$ cat config.mk
export PLATFORM = sky130hd
export DESIGN_NAME = irda_fir_flag_det
export DESIGN_NICKNAME = d
export VERILOG_FILES = /design/src/rtl/irda_fir_flag_det.sv
export SDC_FILE = /design/constraint.sdc
export NUM_CORES = 1
export LEC_CHECK = 0
export ABC_AREA = 1
export ABC_CLOCK_PERIOD_IN_PS = 2500
export BUFFER_PORTS_ARGS = -buffer_cell sky130_fd_sc_hd__buf_2
export CAP_MARGIN = 20
export CORE_ASPECT_RATIO = 1.5
export CORE_MARGIN = 2
export CORE_UTILIZATION = 35
export DETAILED_ROUTE_END_ITERATION = 8
export PLACE_DENSITY = 0.51
export SLEW_MARGIN = 10
export SYNTH_ARGS = -nofsm -noshare
export SYNTH_HDL_FRONTEND = slang
export SYNTH_SLANG_ARGS = --single-unit
$ cat constraint.sdc
create_clock -name clk -period 2.5 [get_ports clk]
set_input_delay 0.5 -clock clk [delete_from_list [all_inputs] [get_ports clk]]
set_output_delay 0.5 -clock clk [all_outputs]
set_load 0.02 [all_outputs]
$ cat src/rtl/irda_fir_flag_det.sv
// IrDA FIR (4PPM) flag detector: tracks PA preamble, STA and STO flags on a
// 32-chip sliding window and decodes data symbols between STA and STO.
module irda_fir_flag_det #(
  parameter int unsigned PA_MIN = 4
) (
  input  logic       clk,
  input  logic       wb_rst_n,
  input  logic       fir_rx8_enable,
  input  logic       rx_chip,
  input  logic       det_enable,
  output logic       pa_det,
  output logic [3:0] pa_count,
  output logic       sta_det,
  output logic       sto_det,
  output logic       frame_active,
  output logic       sym_valid,
  output logic [1:0] sym_data,
  output logic       sym_err
);

  localparam logic [15:0] PA_PAT   = 16'h80A8;
  localparam logic [31:0] STA_PAT  = 32'h0C0C_6060;
  localparam logic [31:0] STO_PAT  = 32'h0C0C_0606;
  localparam logic [3:0]  PA_MIN_C = 4'(PA_MIN);

  typedef enum logic [1:0] {HUNT, PREAMBLE, FRAME} state_e;

  state_e      state_q, state_d;
  logic [31:0] window_q, window_d;
  logic [5:0]  fill_q, fill_d;       // chips seen since reset, saturating at 32
  logic [5:0]  gap_q, gap_d;
  logic [4:0]  sym_cnt_q, sym_cnt_d;
  logic [3:0]  pa_count_q, pa_count_d;
  logic        frame_active_q, frame_active_d;
  logic        pa_det_q, pa_det_d;
  logic        sta_det_q, sta_det_d;
  logic        sto_det_q, sto_det_d;
  logic        sym_valid_q, sym_valid_d;
  logic [1:0]  sym_data_q, sym_data_d;
  logic        sym_err_q, sym_err_d;

  logic        pa_hit, sta_hit, sto_hit;
  logic [1:0]  dec_data;
  logic        dec_err;

  // NOTE: every always_comb output is given a default first, so no path can infer a latch.
  always_comb begin
    window_d = window_q;
    fill_d   = fill_q;
    if (fir_rx8_enable) begin
      window_d = {window_q[30:0], rx_chip};
      if (fill_q != 6'd32) fill_d = fill_q + 6'd1;
    end
  end

  // Flags are judged on the window as it stands after this strobe's chip.
  assign pa_hit  = fir_rx8_enable && (fill_d >= 6'd16) && (window_d[15:0] == PA_PAT);
  assign sta_hit = fir_rx8_enable && (fill_d == 6'd32) && (window_d == STA_PAT);
  assign sto_hit = fir_rx8_enable && (fill_d == 6'd32) && (window_d == STO_PAT);

  always_comb begin
    dec_data = 2'b00;
    dec_err  = 1'b0;
    case (window_d[31:28])
      4'b1000: dec_data = 2'b00;
      4'b0100: dec_data = 2'b01;
      4'b0010: dec_data = 2'b10;
      4'b0001: dec_data = 2'b11;
      default: dec_err  = 1'b1;
    endcase
  end

  always_comb begin
    state_d        = state_q;
    gap_d          = gap_q;
    sym_cnt_d      = sym_cnt_q;
    pa_count_d     = pa_count_q;
    frame_active_d = frame_active_q;
    pa_det_d       = 1'b0;
    sta_det_d      = 1'b0;
    sto_det_d      = 1'b0;
    sym_valid_d    = 1'b0;
    sym_data_d     = 2'b00;
    sym_err_d      = 1'b0;

    if (!det_enable) begin
      state_d        = HUNT;
      gap_d          = '0;
      sym_cnt_d      = '0;
      pa_count_d     = '0;
      frame_active_d = 1'b0;
    end else if (fir_rx8_enable) begin
      case (state_q)
        HUNT: begin
          if (pa_hit) begin
            state_d    = PREAMBLE;
            pa_count_d = 4'd1;
            pa_det_d   = 1'b1;
            gap_d      = '0;
          end
        end
        PREAMBLE: begin
          if (sta_hit && (pa_count_q >= PA_MIN_C)) begin
            state_d        = FRAME;
            sta_det_d      = 1'b1;
            frame_active_d = 1'b1;
            pa_count_d     = '0;
            sym_cnt_d      = '0;
            gap_d          = '0;
          end else if (pa_hit) begin
            pa_det_d = 1'b1;
            gap_d    = '0;
            if (pa_count_q != 4'd15) pa_count_d = pa_count_q + 4'd1;
          end else if (gap_q == 6'd32) begin
            state_d    = HUNT;
            pa_count_d = '0;
            gap_d      = '0;
          end else begin
            gap_d = gap_q + 6'd1;
          end
        end
        FRAME: begin
          if (sto_hit) begin
            state_d        = HUNT;
            sto_det_d      = 1'b1;
            frame_active_d = 1'b0;
            sym_cnt_d      = '0;
          end else if (sym_cnt_q == 5'd31) begin
            // Symbols lag 32 chips so a trailing STO is never emitted as data.
            sym_valid_d = 1'b1;
            sym_data_d  = dec_data;
            sym_err_d   = dec_err;
            sym_cnt_d   = 5'd28;
          end else begin
            sym_cnt_d = sym_cnt_q + 5'd1;
          end
        end
        default: state_d = HUNT;
      endcase
    end
  end

  // NOTE: sequential state uses non-blocking assignments so all flops update together.
  always_ff @(posedge clk or negedge wb_rst_n) begin
    if (!wb_rst_n) begin
      state_q        <= HUNT;
      window_q       <= '0;
      fill_q         <= '0;
      gap_q          <= '0;
      sym_cnt_q      <= '0;
      pa_count_q     <= '0;
      frame_active_q <= 1'b0;
      pa_det_q       <= 1'b0;
      sta_det_q      <= 1'b0;
      sto_det_q      <= 1'b0;
      sym_valid_q    <= 1'b0;
      sym_data_q     <= 2'b00;
      sym_err_q      <= 1'b0;
    end else begin
      state_q        <= state_d;
      window_q       <= window_d;
      fill_q         <= fill_d;
      gap_q          <= gap_d;
      sym_cnt_q      <= sym_cnt_d;
      pa_count_q     <= pa_count_d;
      frame_active_q <= frame_active_d;
      pa_det_q       <= pa_det_d;
      sta_det_q      <= sta_det_d;
      sto_det_q      <= sto_det_d;
      sym_valid_q    <= sym_valid_d;
      sym_data_q     <= sym_data_d;
      sym_err_q      <= sym_err_d;
    end
  end

  assign pa_det       = pa_det_q;
  assign pa_count     = pa_count_q;
  assign sta_det      = sta_det_q;
  assign sto_det      = sto_det_q;
  assign frame_active = frame_active_q;
  assign sym_valid    = sym_valid_q;
  assign sym_data     = sym_data_q;
  assign sym_err      = sym_err_q;

endmodule

=== After elaboration in Yosys (flattened, before gate mapping) ===
Cells that the tools add are included.

* Reductions and logical operators: 13
* Multiplexer cells: 67
* Add/subtract/negate cells: 4
* Order comparisons: 2
* Equality and inequality tests: 24

{| class="wikitable"
|+ Operator list
! operator !! count
|-
| 32-bit by 28-bit == test with 1-bit output (second input constant) || 2
|-
| 6-bit two-way mux || 8
|-
| 32-bit two-way mux || 1
|-
| 4-bit two-way mux || 7
|-
| 1-bit two-way mux || 27
|-
| 5-bit two-way mux || 5
|-
| 2-bit two-way mux || 12
|-
| 16-bit == test (second input constant) || 1
|-
| 6-bit by 1-bit adder with 6-bit output (second input constant) || 2
|-
| 6-bit == test (second input constant) || 2
|-
| 4-bit inequality test (second input constant) || 3
|-
| 2-bit one-hot mux with 3 select lines || 2
|-
| 6-bit one-hot mux with 2 select lines || 1
|-
| 5-bit inequality test (second input constant) || 2
|-
| 5-bit one-hot mux with 2 select lines || 1
|-
| 5-bit AND reduction || 2
|-
| 3-bit inequality test (second input constant) || 3
|-
| 4-bit one-hot mux with 2 select lines || 1
|-
| 6-bit by 5-bit greater-or-equal comparator with 1-bit output (second input constant) || 1
|-
| 1-bit logical AND || 6
|-
| 3-bit by 1-bit inequality test with 1-bit output (second input constant) || 2
|-
| 6-bit inequality test (second input constant) || 1
|-
| 3-bit AND reduction || 2
|-
| 5-bit by 1-bit adder with 5-bit output (second input constant) || 1
|-
| 14 further kinds || 15
|}

* Bits of input ports: 5
* Register bits after elaboration: 63
* Output and inout port bits: 12

=== Depth between registers and ports, before layout ===
* Word-level depth: 11
* Gate-level depth with buffers: 16
* Gate-level depth less buffers: 16

=== Worst setup path after synthesis ===
OpenSTA, ideal clock, no wires.

* Path kind: input to register
* Start: input port fir_rx8_enable
* End: register sym_cnt_q[4]
* Required time: 2.382 ns
* Stages on the path: 15
* Setup slack: 0.485 ns
* Buffers on the path: 3
* Data arrival time: 1.897 ns
* Cell sequence: buf_6 > buf_12 > buf_8 > o21ai_1 > nand2_1 > nor2_1 > nand2_1 > nor2_2 > nand2_2 > nor2_4 > nand2_2 > nand2_4 > nand2_4 > nand2_1 > o21ai_2

* Cells in the longest elaborated chain, start to end: 8
* Elaborated cells between the ends (all ways): 16
* Those cells by class: eq/ne: 5; mux: 6; reduce/logical: 5

{| class="wikitable"
|+ Ends and longest elaborated chain
! element !! line !! source
|-
| start: declaration || 8 || <nowiki>input logic fir_rx8_enable,</nowiki>
|-
| branches (longest 8 deep; another with 32-bit two-way mux) || - ||
|-
| end signal: assignment || 164 || <nowiki>sym_cnt_q <= sym_cnt_d;</nowiki>
|-
| end: declaration || 32 || <nowiki>logic [4:0] sym_cnt_q, sym_cnt_d;</nowiki>
|}

Several ways; the timed one is not identified. The select of a mux whose other input is x is not followed.
A chain may end at the register's enable or synchronous reset.

=== Final worst setup path ===
* Start: register fill_q[0]
* End: register gap_q[3]

* Cells in the longest elaborated chain, start to end: 11
* Elaborated cells between the ends (all ways): 18
* Those cells by class: add/sub: 1; order compare: 1; eq/ne: 3; mux: 7; reduce/logical: 6

{| class="wikitable"
|+ Ends and longest elaborated chain
! element !! line !! source
|-
| start: declaration || 30 || <nowiki>logic [5:0] fill_q, fill_d;</nowiki>
|-
| start signal: assignment || 162 || <nowiki>fill_q <= fill_d;</nowiki>
|-
| 6-bit by 1-bit adder with 6-bit output / 6-bit inequality test (equally long branches) || 52 || <nowiki>if (fill_q != 6'd32) fill_d = fill_q + 6'd1;</nowiki>
|-
| 6-bit two-way mux || 52 ||
|-
| 6-bit two-way mux * || 50 || <nowiki>if (fir_rx8_enable) begin</nowiki>
|-
| 6-bit by 5-bit greater-or-equal comparator with 1-bit output / 6-bit == test (equally long branches) || 57, 58 ||
|-
| 1-bit logical AND (on tied branches) (2 in series) || 57, 58 ||
|-
| 6-bit two-way mux / 1-bit logical AND (equally long branches) || 110, 103 ||
|-
| 6-bit two-way mux || 103 || <nowiki>if (sta_hit && (pa_count_q >= PA_MIN_C)) begin</nowiki>
|-
| 6-bit one-hot mux with 2 select lines || 93 || <nowiki>case (state_q)</nowiki>
|-
| 6-bit two-way mux || 92 || <nowiki>end else if (fir_rx8_enable) begin</nowiki>
|-
| 6-bit two-way mux || 86 || <nowiki>if (!det_enable) begin</nowiki>
|-
| end signal: assignment || 163 || <nowiki>gap_q <= gap_d;</nowiki>
|-
| end: declaration || 31 || <nowiki>logic [5:0] gap_q, gap_d;</nowiki>
|}

Every way passes the cells marked *; elsewhere a longest branch is shown, timed or not. The select of a mux whose other input is x is not followed.

==> flow_summary_export.csv <==
group,metric,value,unit
detailed_routing,drc,0,
final_layout,fillers,1132,
timing,setup_viol,0,
final_layout,multiInputGateArea,1720,um^2
grt,grt_usage,15.96,%
detailed_routing,wl_per_cell,11.46,um
logic_synthesis,synth.avg_cell_area,7.171,um^2
die,core_area,10480,um^2
logic_synthesis,synth_area,3707,um^2
outcome,status,"finished clean",
timing,timing.fmax,444.8,MHz
worst_setup_path,cp_max_fo,6,
die,dieHeight,130.1,um
power_and_ir_drop,p_leak,2.225,nW
timing,relSlewSlack,63.63,%
logic_synthesis,ys_seq_area_share,42.52,%
clock_tree,htree_levels,3,
clock_tree,root_buffer,"clkbuf_16",
final_layout,register_area,1577,um^2
grt,grt_max_degree,42,
worst_setup_path,startpoint_type,"flip-flop",
die,die_area,11450,um^2
die,start_util,35.39,%
power_and_ir_drop,ir_drop,0.4194,mV
clock_tree,path_clk_slew,0.05,ns
power_and_ir_drop,power_density,746.3,nW/um^2
detailed_routing,vias,3160,
worst_setup_path,cp-end-kind,"flip-flop",
placement,post-place-ws,0.02530,ns
timing,period_needed,2.248,ns
logic_synthesis,synth.distinct_cells,31,
grt,grt-ovfl-total,0,
timing,fin_crit_sh,89.92,%
final_layout,syn2layout_area_growth,17.25,%
worst_setup_path,arrival,2.46,ns
timing,finalSetupTns,0,ns
detailed_routing,dr.pass1.iters,4,
final_layout,final_util,41.50,%
grt,grt_pass1_vias,3068,
clock_tree,numCtsBuffers,9,
die,num_io_pins,17,
logic_synthesis,ys_ff_latch,63,
placement,place_congestion,0.8391,
final_layout,layout.nets,565,
flow_run,maxCapViolCount,0,
timing,finalHoldViolations,0,
die,rows,46,
final_layout,drive_gt1_share,13.82,%
worst_setup_path,cp.required,2.72,ns
logic_synthesis,synth_warnings,0,
clock_tree,cts_tree,"done",
die,die_x,88.03,um
grt,antenna_found_initial,0,
grt,grt_first_pass_wirelength,14210,um
placement,port_buffers,16,
detailed_routing,detail_route.vias_per_cell,4.508,
logic_synthesis,syn_inst,517,
timing,whs,0.1542,ns
final_layout,num_antenna_cells,0,
hold_path,hold_class,"in2async",
timing,worst_slack,0.2520,ns
clock_tree,cts_buffer_depth,2,
clock_tree,clock_sinks,63,
clock_tree,postCtsHoldBufs,0,
timing,drv_slew,0,
worst_setup_path,path_class,"reg2reg",
placement,dpl.hpwl,6007,um
logic_synthesis,syn-num-nets,528,
detailed_routing,ant_nets,0,
timing,rsz0062_at_grt,"no",
clock_tree,clk_latency,0.33,ns
timing,fin_skew,0.004122,ns
detailed_routing,dr.first_iter.drc_count,108,
detailed_routing,drt-total-wl,8036,um
timing,tightest_slew,0.5456,ns
layer usage:
layer,wire [um],vias to the layer above,track usage (%),part of all wire [%]
li1,-,1680,-,-
met1,3610,1441,19.37,45
met2,4186,32,27.45,52
met3,140,7,3.669,1.7
met4,99,0,5.882,1.2
met5,0,-,0,0
state kept, by name, summed over array words and instances, names as in the netlist, 2 cells and up:
register / count
fill_q: 6
gap_q: 6
pa_count: 4
state_q: 2
sym_cnt_q: 5
sym_data: 2
window_q: 32
repair_timing:
action	CTS	global route
buffers inserted	0	0
resized for setup	0	1
setup endpoints to repair	0	1
metrics by stage:
step                      power, mW  cell area (um^2)  cells
after floorplan               1.869              3707    517
after global placement        2.126              4076    687
after detailed placement      2.131              4076    687
after CTS                     3.291              4342    701
after global routing          3.482              4347    701
final                         3.244              4347    701
where the power goes:
group          switching, mW  internal, mW  total, mW
Combinational          0.530         0.295      0.825
Clock                  0.422         0.712       1.13
Sequential             0.115          1.17       1.28
logic make-up after synthesis:
logic type,Yosys count,synth area share (%)
simple gates,307,36.15
buf+inv,92,11.20
xor+xnor,6,1.417
flops,63,42.52
fa+ha+maj,6,2.025
compound gates,43,6.682
area by class of cell:
type	instances	area share, %
Multi-Input combinational cell	362	39.58
Sequential cell	63	36.27
Inverter	81	6.995
Timing Repair Buffer	37	6.908
Clock buffer	13	5.987
Tap cell	144	4.145
Clock inverter	1	0.1151
path summary, 6_finish.rpt:
check | start | cells past startpoint | end | slack [ns]
worst min register to register | window_q[24] | 2 | window_q[25] | 0.49
max in group asynchronous | wb_rst_n | 2 | sym_valid | 1.73
min in group clk | window_q[24] | 2 | window_q[25] | 0.49
worst max-delay path | fill_q[0] | 16 | gap_q[3] | 0.25
worst max register to register | fill_q[0] | 16 | gap_q[3] | 0.25
worst min-delay path | wb_rst_n | 1 | window_q[9] | 0.15
cell usage in the layout, fill, tap and decap left out, types with 4 or more instances in the layout:
| master | n |
|---|---|
| nand2_1 | 166 |
| inv_1 | 78 |
| nor2_1 | 64 |
| dfrtp_1 | 63 |
| nand3_1 | 32 |
| o21ai_0 | 23 |
| buf_2 | 16 |
| buf_4 | 16 |
| nand4_1 | 15 |
| clkbuf_16 | 9 |
| o21ai_1 | 8 |
| o21ai_2 | 6 |
| nor2_2 | 6 |
| xor2_1 | 6 |
| ha_1 | 6 |
| nor3_1 | 5 |
| buf_12 | 5 |
| nand2_2 | 4 |
| nand2_4 | 4 |
Yosys cell counts (all sizes together):
| master | number | area share (%) |
|---|---|---|
| dfrtp | 63 | 43 |
| nand3b | 2 | 0.40 |
| nor3b | 1 | 0.20 |
| o211ai | 3 | 0.61 |
| xor2 | 6 | 1.4 |
| or4 | 1 | 0.20 |
| nor2 | 72 | 8.0 |
| nand3 | 35 | 5.1 |
| nor3 | 5 | 0.67 |
| o21ai | 37 | 5.6 |
| nand4 | 15 | 2.5 |
| ha | 6 | 2.0 |
| and3 | 2 | 0.34 |
| inv | 81 | 8.2 |
| o31ai | 1 | 0.20 |
| buf | 9 | 2.8 |
| nand2 | 174 | 19 |
| a21oi | 2 | 0.27 |
| clkbuf | 2 | 0.20 |
worst max-delay path, cell delays in order (launching register included):
cell and delay (ns):
dfrtp_1 0.42, inv_1 0.12, ha_1 0.15, nand2_1 0.04, inv_1 0.06, nand3_1 0.15
nand2_1 0.16, nand2_1 0.07, nand2_1 0.07, nand2_1 0.06, nor3_1 0.20, buf_4 0.17
nand2_1 0.09, nand3_2 0.12, nand2_1 0.09, inv_2 0.09, nor2_1 0.05
No activity file was read; power rests on OpenSTA's default activity.
